## src/rtl/trace_loader.sv

```systemverilog
// trace_loader: Wishbone slave that fills the trace SRAM and then
// hands the SRAM port over to the cache-simulator core.
module trace_loader #(
    parameter int ADDR_W = 8,
    parameter int DATA_W = 32
) (
    input  logic              clk,
    input  logic              reset_n,
    input  logic              wbs_stb_i,
    input  logic              wbs_cyc_i,
    input  logic              wbs_we_i,
    input  logic [3:0]        wbs_sel_i,
    input  logic [31:0]       wbs_adr_i,
    input  logic [31:0]       wbs_dat_i,
    output logic              wbs_ack_o,
    output logic [31:0]       wbs_dat_o,
    output logic              sram_csb,
    output logic              sram_web,
    output logic [ADDR_W-1:0] sram_addr,
    output logic [DATA_W-1:0] sram_din,
    input  logic [DATA_W-1:0] sram_dout,
    output logic              sram_own,
    output logic              trace_ready,
    output logic [ADDR_W:0]   trace_len
);

    localparam int DEPTH = 2 ** ADDR_W;
    localparam logic [ADDR_W:0] CNT_MAX = {1'b1, {ADDR_W{1'b0}}};

    typedef enum logic [2:0] {IDLE, WR, RD, RDW, ACK} state_t;

    state_t             state_q, state_d;
    logic               csb_q, csb_d;
    logic               web_q, web_d;
    logic [ADDR_W-1:0]  addr_q, addr_d;
    logic [DATA_W-1:0]  din_q, din_d;
    logic               ack_q, ack_d;
    logic [31:0]        dat_q, dat_d;
    logic               ready_q, ready_d;
    logic               own_q, own_d;
    logic [ADDR_W:0]    len_q, len_d;
    logic [ADDR_W:0]    cnt_q, cnt_d;
    logic               err_q, err_d;

    logic               req;
    logic               win;
    logic [1:0]         reg_idx;
    logic [ADDR_W-1:0]  word;
    logic               unused_bits;

    assign req     = wbs_stb_i & wbs_cyc_i & ~ack_q;
    assign win     = wbs_adr_i[10];
    assign reg_idx = wbs_adr_i[3:2];
    assign word    = wbs_adr_i[ADDR_W+1:2];
    assign unused_bits = ^{wbs_adr_i, wbs_dat_i};

    // Next-state, bus response, SRAM strobes and register updates.
    always_comb begin
        state_d = state_q;
        csb_d   = csb_q;
        web_d   = web_q;
        addr_d  = addr_q;
        din_d   = din_q;
        ack_d   = 1'b0;
        dat_d   = dat_q;
        ready_d = ready_q;
        len_d   = len_q;
        cnt_d   = cnt_q;
        err_d   = err_q;
        unique case (state_q)
            IDLE: begin
                if (req) begin
                    ack_d   = 1'b1;
                    dat_d   = '0;
                    state_d = ACK;
                    if (win) begin
                        if (ready_q ||
                            (wbs_we_i && wbs_sel_i != 4'hF)) begin
                            err_d = 1'b1;
                        end else if (wbs_we_i) begin
                            csb_d   = 1'b0;
                            web_d   = 1'b0;
                            addr_d  = word;
                            din_d   = wbs_dat_i[DATA_W-1:0];
                            state_d = WR;
                            if (cnt_q != CNT_MAX) begin
                                cnt_d = cnt_q + 1'b1;
                            end
                        end else begin
                            ack_d   = 1'b0;
                            csb_d   = 1'b0;
                            web_d   = 1'b1;
                            addr_d  = word;
                            state_d = RD;
                        end
                    end else if (wbs_we_i) begin
                        unique case (reg_idx)
                            2'd0: begin
                                if (wbs_dat_i[1]) begin
                                    ready_d = 1'b0;
                                    cnt_d   = '0;
                                    err_d   = 1'b0;
                                end else if (wbs_dat_i[0]) begin
                                    ready_d = 1'b1;
                                end
                            end
                            2'd1: begin
                                if (wbs_dat_i > 32'(DEPTH)) begin
                                    len_d = CNT_MAX;
                                end else begin
                                    len_d = wbs_dat_i[ADDR_W:0];
                                end
                            end
                            default: ;
                        endcase
                    end else begin
                        unique case (reg_idx)
                            2'd1:    dat_d = 32'(len_q);
                            2'd2:    dat_d = {30'd0, err_q, ready_q};
                            2'd3:    dat_d = 32'(cnt_q);
                            default: dat_d = '0;
                        endcase
                    end
                end
            end
            WR: begin
                csb_d   = 1'b1;
                web_d   = 1'b1;
                state_d = ACK;
            end
            RD: begin
                csb_d   = 1'b1;
                state_d = RDW;
            end
            RDW: begin
                dat_d   = 32'(sram_dout);
                ack_d   = 1'b1;
                state_d = ACK;
            end
            ACK: begin
                state_d = IDLE;
            end
            default: begin
                state_d = IDLE;
                csb_d   = 1'b1;
                web_d   = 1'b1;
            end
        endcase
        own_d = ~ready_d;
    end

    // State and output registers.
    always_ff @(posedge clk or negedge reset_n) begin
        if (!reset_n) begin
            state_q <= IDLE;
            csb_q   <= 1'b1;
            web_q   <= 1'b1;
            addr_q  <= '0;
            din_q   <= '0;
            ack_q   <= 1'b0;
            dat_q   <= '0;
            ready_q <= 1'b0;
            own_q   <= 1'b1;
            len_q   <= '0;
            cnt_q   <= '0;
            err_q   <= 1'b0;
        end else begin
            state_q <= state_d;
            csb_q   <= csb_d;
            web_q   <= web_d;
            addr_q  <= addr_d;
            din_q   <= din_d;
            ack_q   <= ack_d;
            dat_q   <= dat_d;
            ready_q <= ready_d;
            own_q   <= own_d;
            len_q   <= len_d;
            cnt_q   <= cnt_d;
            err_q   <= err_d;
        end
    end

    assign wbs_ack_o   = ack_q;
    assign wbs_dat_o   = dat_q;
    assign sram_csb    = csb_q;
    assign sram_web    = web_q;
    assign sram_addr   = addr_q;
    assign sram_din    = din_q;
    assign sram_own    = own_q;
    assign trace_ready = ready_q;
    assign trace_len   = len_q;

endmodule

```

## config.mk

```make
export PLATFORM = sky130hd
export DESIGN_NAME = trace_loader
export DESIGN_NICKNAME = d
export VERILOG_FILES = /design/src/rtl/trace_loader.sv
export SDC_FILE = /design/constraint.sdc
export NUM_CORES = 1
export LEC_CHECK = 0
export ABC_AREA = 1
export CAP_MARGIN = 20
export CELL_PAD_IN_SITES_DETAIL_PLACEMENT = 1
export CELL_PAD_IN_SITES_GLOBAL_PLACEMENT = 1
export CORE_AREA = 4 4 131 133
export CTS_CLUSTER_DIAMETER = 120
export DETAILED_ROUTE_END_ITERATION = 8
export DIE_AREA = 0 0 135 137
export PLACE_DENSITY_LB_ADDON = 0.1
export SLEW_MARGIN = 20
export SYNTH_ARGS = -nofsm -noshare
export SYNTH_HDL_FRONTEND = slang
export SYNTH_SLANG_ARGS = --single-unit
```

## constraint.sdc

```tcl
create_clock -name clk -period 1.7 [get_ports clk]
set_input_delay 0.255 -clock clk [delete_from_list [all_inputs] [get_ports clk]]
set_output_delay 0.255 -clock clk [all_outputs]
set_load 0.05 [all_outputs]
```

## Word-level counts from Yosys, hierarchy flattened

Cells that the tools add are included.

| operators by class | value |
|---|---|
| $mul | 0 |
| divide/modulo/power cells | 0 |
| mux-type cells | 44 |
| bitwise operators | 8 |
| add/sub/neg operators | 1 |
| shift-type cells | 0 |
| equality and inequality tests | 15 |
| magnitude comparators | 1 |
| reductions and logical operators | 20 |

Operators by type and width:

| operator | number |
|---|---|
| 2-to-1 mux 9 bit | 10 |
| case mux 32 bit (2 select lines) | 1 |
| > comparator 32 x 9 -> 1 bit, second input constant | 1 |
| 2-to-1 mux 32 bit | 1 |
| case mux 9 bit (3 select lines) | 1 |
| 2-to-1 mux 1 bit | 23 |
| AND reduction 4 bit | 3 |
| AND reduction 5 bit | 2 |
| nonzero test 2 bit | 5 |
| adder 9 x 1 -> 9 bit, second input constant | 1 |
| 2-to-1 mux 3 bit | 3 |
| != test 9 bit, second input constant | 1 |
| case mux 3 bit (3 select lines) | 1 |
| != test 2 bit, second input constant | 4 |
| AND reduction 8 bit | 1 |
| == test 3 x 2 -> 1 bit, second input constant | 2 |
| inverter 1 bit | 6 |
| case mux 1 bit (2 select lines) | 3 |
| AND reduction 6 bit | 1 |
| == test 2 bit, second input constant | 2 |
| != test 2 x 1 -> 1 bit, second input constant | 2 |
| != test 4 bit, second input constant | 1 |
| OR reduction 2 bit | 2 |
| == test 3 x 1 -> 1 bit, second input constant | 1 |
| other kinds (10) | 11 |

| storage, ports and cells | value |
|---|---|
| bits of input ports | 105 |
| bits in latches | 0 |
| bits in registers | 99 |
| memories kept | 0 |
| memory bits (writable) | 0 |
| word-level logic and storage cells | 101 |
| ROM bits | 0 |

## Depth between registers and ports, before layout

| logic depth | value |
|---|---|
| word-level depth | 8 |
| mapped depth | 10 |
| gate-level depth less buffers | 10 |

## Worst setup path after synthesis

No wires, ideal clock.

| timing | value |
|---|---|
| kind | reg2reg |
| start point | register ready_q, in the netlist trace_ready |
| end point | register din_q[10], in the netlist sram_din[10] |
| setup slack | 0.045 ns |
| buffers on the path | 1 |
| clock period less this slack | 1.655 ns |
| cell stages (with the launch flop) | 10 |
| data arrival time | 1.536 ns |
| path through | dfrtp_1 inv_1 nand2_2 nand2_1 nand2_2 nor2_8 nand2_4 buf_6 nand2_1 nand2_1 |

| between the ends | value |
|---|---|
| cells in the longest elaborated chain, start to end | 3 |

Ends and longest elaborated chain:

| what | RTL line | RTL |
|---|---|---|
| from (decl) | 39 | `logic ready_q, ready_d;` |
| from (signal assigned) | 175 | `ready_q <= ready_d;` |
| logical OR 1 bit | 77 | `if (ready_q \|\|` |
| inverter 1 bit (no line) | n/a |  |
| AND reduction 5 bit (no line) | n/a |  |
| to (signal assigned) | 172 | `din_q <= din_d;` |
| to (decl) | 36 | `logic [DATA_W-1:0] din_q, din_d;` |

Every way passes these cells.
A chain may end at the register's enable or synchronous reset.

## Worst setup path in the final report

| timing | value |
|---|---|
| start point | register cnt_q[0] |
| end point | register cnt_q[8] |

| between the ends | value |
|---|---|
| cells in the longest elaborated chain, start to end | 5 |
| elaborated cells on any way between the ends | 8 |
| those cells by class | add/sub (1); eq/ne (2); mux (4); reduce/logical (1) |

Ends and longest elaborated chain:

| what | RTL line | RTL |
|---|---|---|
| from (decl) | 42 | `logic [ADDR_W:0] cnt_q, cnt_d;` |
| from (signal assigned) | 178 | `cnt_q <= cnt_d;` |
| adder 9 x 1 -> 9 bit | 87 | `cnt_d = cnt_q + 1'b1;` |
| 2-to-1 mux 9 bit | 86 | `if (cnt_q != CNT_MAX) begin` |
| 2-to-1 mux 9 bit | 80 | `end else if (wbs_we_i) begin` |
| 2-to-1 mux 9 bit | 77 |  |
| 2-to-1 mux 9 bit | 76 | `if (win) begin` |

Parallel ways exist; a longest one is shown, timed or not. The select of a mux whose other input is x is not followed.

==> reports/results.ini <==
[synthesis]
synth.cell_area_um2=4750
synthDominantAreaCellType=sky130_fd_sc_hd__dfrtp_1
synth_cell_type_count=28
synthTopCellsByCount=sky130_fd_sc_hd__nand2_1 (256), sky130_fd_sc_hd__dfrtp_1 (96), sky130_fd_sc_hd__nand3_1 (72)
synthTopCellsByArea=sky130_fd_sc_hd__dfrtp_1 (51%), sky130_fd_sc_hd__nand2_1 (20%), sky130_fd_sc_hd__nand3_1 (7.6%)
syn_avg_cell_area_um2=7.74
syn_inst=614
synth-seq-cells=99
netlist.area_leader.share=0.506
ys_seq_area_frac=0.522
mappedNetlistNets=721
postSynth.asyncResetShare=1.00
synth_edf_count=0
yosysMostFrequentCell=sky130_fd_sc_hd__nand2_1
yosysWarningCount=0
synthFlopType=sky130_fd_sc_hd__dfrtp_1

[timing]
worstMarginPinSlew_ns=0.452
min_tclk_post_route_ns=1.54
maxSlewViolCount=0
post-route-period-util=0.906
upper_clock_frequency_limit_ghz=0.649
report.final.hold_viol_count=0
timing.clock.skew_ns=0.00729
max_slew_headroom=0.699
rsz0062_at_grt=false
timing.final.setup_violations=0
final.setup.worst_slack_ns=0.160

[floorplan]
io-pin-count=191
total_die_area_um2=18500
chipWidth_um=135
die_h_um=137
core_area_um2=15800
initial_utilization=0.300
std_cell_rows=46

[placed_design]
detailed_place.area_um2=6770
gp_congestion=0.812
detailed_place_hpwl_mm=12.3
placement.io_buffers=167
place_ws_ns=-0.224

[worst_setup_path]
worst-endpoint-arrival_ns=1.78
ws_path_type=reg2reg
critPathBufInv=2
worst-path-max-fanout=5
cp_top_family=simple AND/OR/NAND/NOR gates
most_repeated_library_cell_on_the_critical_path=sky130_fd_sc_hd__nand2_1
worstPathCellList=inv_1, ha_1, nand2_1, nor2_1, nand3_1, nand2_1, nor2_1, buf_4, nand3_1, nand2_1
critical-path-max-stage-delay_ns=0.43
element_type_at_the_critical_path_start=register
critPathRequiredTime_ns=1.94
worst_setup_path_end_kind=register
cp_slowest_cell=sky130_fd_sc_hd__dfrtp_1

[clock_tree]
worst_case_clock_buffer_depth=2
cts-htree-levels=3
post-cts-setup-buffer-count=0
cts.sink_count=99
cts.clk_slew.worst_paths_ns=0.07
clk-insertion-delay-late_ns=0.35
cts-resized-gates=0
cts-root-buf=sky130_fd_sc_hd__clkbuf_16
cts_hold_buffers=1
cts_tree=built
cts_buffers=9

[run_status]
run_status=finished clean

[drt]
number_of_vias_after_detailed_routing=4712
firstDrtPassIters=5
drt_iter0_markers=180
post-route-drc-count=0
wl_mm=16.0
route.detailed.wl_per_inst_um=15.5
ant_nets=0
number_of_vias_per_cell=4.57

[global_route]
first_global_vias=5036
grt_remaining_overflow=0
grt_max_degree=35
grt_first_pass_wirelength_mm=25.7
initial_antenna_violation_count=0
grtUsageTotal=0.175

[hold_path]
hold_class=in2async

[power]
ir_drop_worst_vdd_v=0.000577
p_per_area_nw_per_um2=1180
total_power_uw=8380
total_leakage_power_uw=0.00373

[finish]
layout.filler_cells=1919
layout.cell_area.non_filler_um2=7090
syn_to_final_growth_pct=49.3
nNetsFinal=918
antenna-diode-count=0
final_util=0.448
fraction_of_final_layout_cells_sized_beyond_drive_strength_1=0.201

[flow_run]
cap_violations=0

==> final timing paths <==
path / startpoint / endpoint / slack, ns / depth (start not counted)
setup / recovery: cnt_q[0] / cnt_q[8] / 0.16 / 10
hold / removal: reset_n / sram_addr[5] / 0.40 / 2
setup reg to reg: cnt_q[0] / cnt_q[8] / 0.16 / 10
hold reg to reg: sram_din[19] / sram_din[19] / 0.48 / 2
max in group asynchronous: reset_n / sram_din[28] / 0.76 / 3
min in group clk: sram_dout[23] / wbs_dat_o[23] / 0.44 / 3
==> per-stage QoR <==
stage               hold WS, ns  setup TNS (ns)  cells
finish                    0.396               0   1032
floorplan               -0.0406               0    614
CTS                       0.399               0   1032
global placement          0.226           -9.15   1015
detailed placement        0.231          -12.75   1015
global route              0.437               0   1032
==> worst register-to-register path: cells and delay by family, from the launching register on <==
kind                     cells  cell delay (ns)
adder cells (fa/ha/maj)      1             0.17
buffers and inverters        2             0.27
flip-flops                   1             0.43
AND/OR/NAND/NOR              7             0.57
==> routing by layer <==
metal / share of wire / vias to the layer above / GRT usage / wire length, um
met1: 0.44 / 2251 / 0.222 / 7120
met4: 0.010 / 0 / 0.0482 / 167
li1: - / 2335 / - / -
met5: 0 / - / 0 / 0
met3: 0.072 / 12 / 0.0526 / 1150
met2: 0.47 / 114 / 0.293 / 7580
==> state kept, by name, summed over array words and instances (netlist names) <==
| register | cells |
|---|---|
| sram_din | 32 |
| sram_addr | 8 |
| wbs_ack_o | 1 |
| wbs_dat_o | 32 |
| sram_own | 1 |
| trace_ready | 1 |
| cnt_q | 9 |
| sram_csb | 1 |
| trace_len | 9 |
| err_q | 1 |
| sram_web | 1 |
| state_q | 3 |
==> cells by family after synthesis <==
family / synth area share
buf+inv: 0.0566
flops: 0.522
xor+xnor: 0.00184
simple gates: 0.374
compound gates: 0.0398
fa+ha+maj: 0.00527
==> where the power goes <==
| part | switching [uW] | internal, uW | total, uW | leakage, uW |
|---|---|---|---|---|
| clock | 1000 | 1170 | 2170 | 0.000145 |
| combinational | 2120 | 1070 | 3200 | 0.00226 |
| sequential | 265 | 2750 | 3010 | 0.00133 |
| total | 3390 | 4990 | 8380 | 0.00373 |
==> layout by cell type (no fill, tap or decap), drive strengths merged, types with 3 or more instances in the layout <==
cell type      Yosys  final
a31oi              9      9
o21ai             18     18
nand3             74     74
dfrtp             96     96
clkbuf            10      9
inv               39     42
dfstp              3      3
nand2            262    262
nand4              8      8
nor2              72     72
clkdlybuf4s50      0     80
a21oi              4      4
buf               11    126
==> layout make-up <==
| type | count | area, um2 | area share |
|---|---|---|---|
| clock buffer | 9 | 225 | 0.0318 |
| clock inverter | 7 | 82.6 | 0.0116 |
| inverter | 39 | 149 | 0.0210 |
| multi-input combinational | 455 | 2000 | 0.282 |
| sequential | 99 | 2480 | 0.350 |
| tap | 216 | 270 | 0.0381 |
| timing repair buffer | 207 | 1880 | 0.265 |
(Power assumes the default switching activity.)
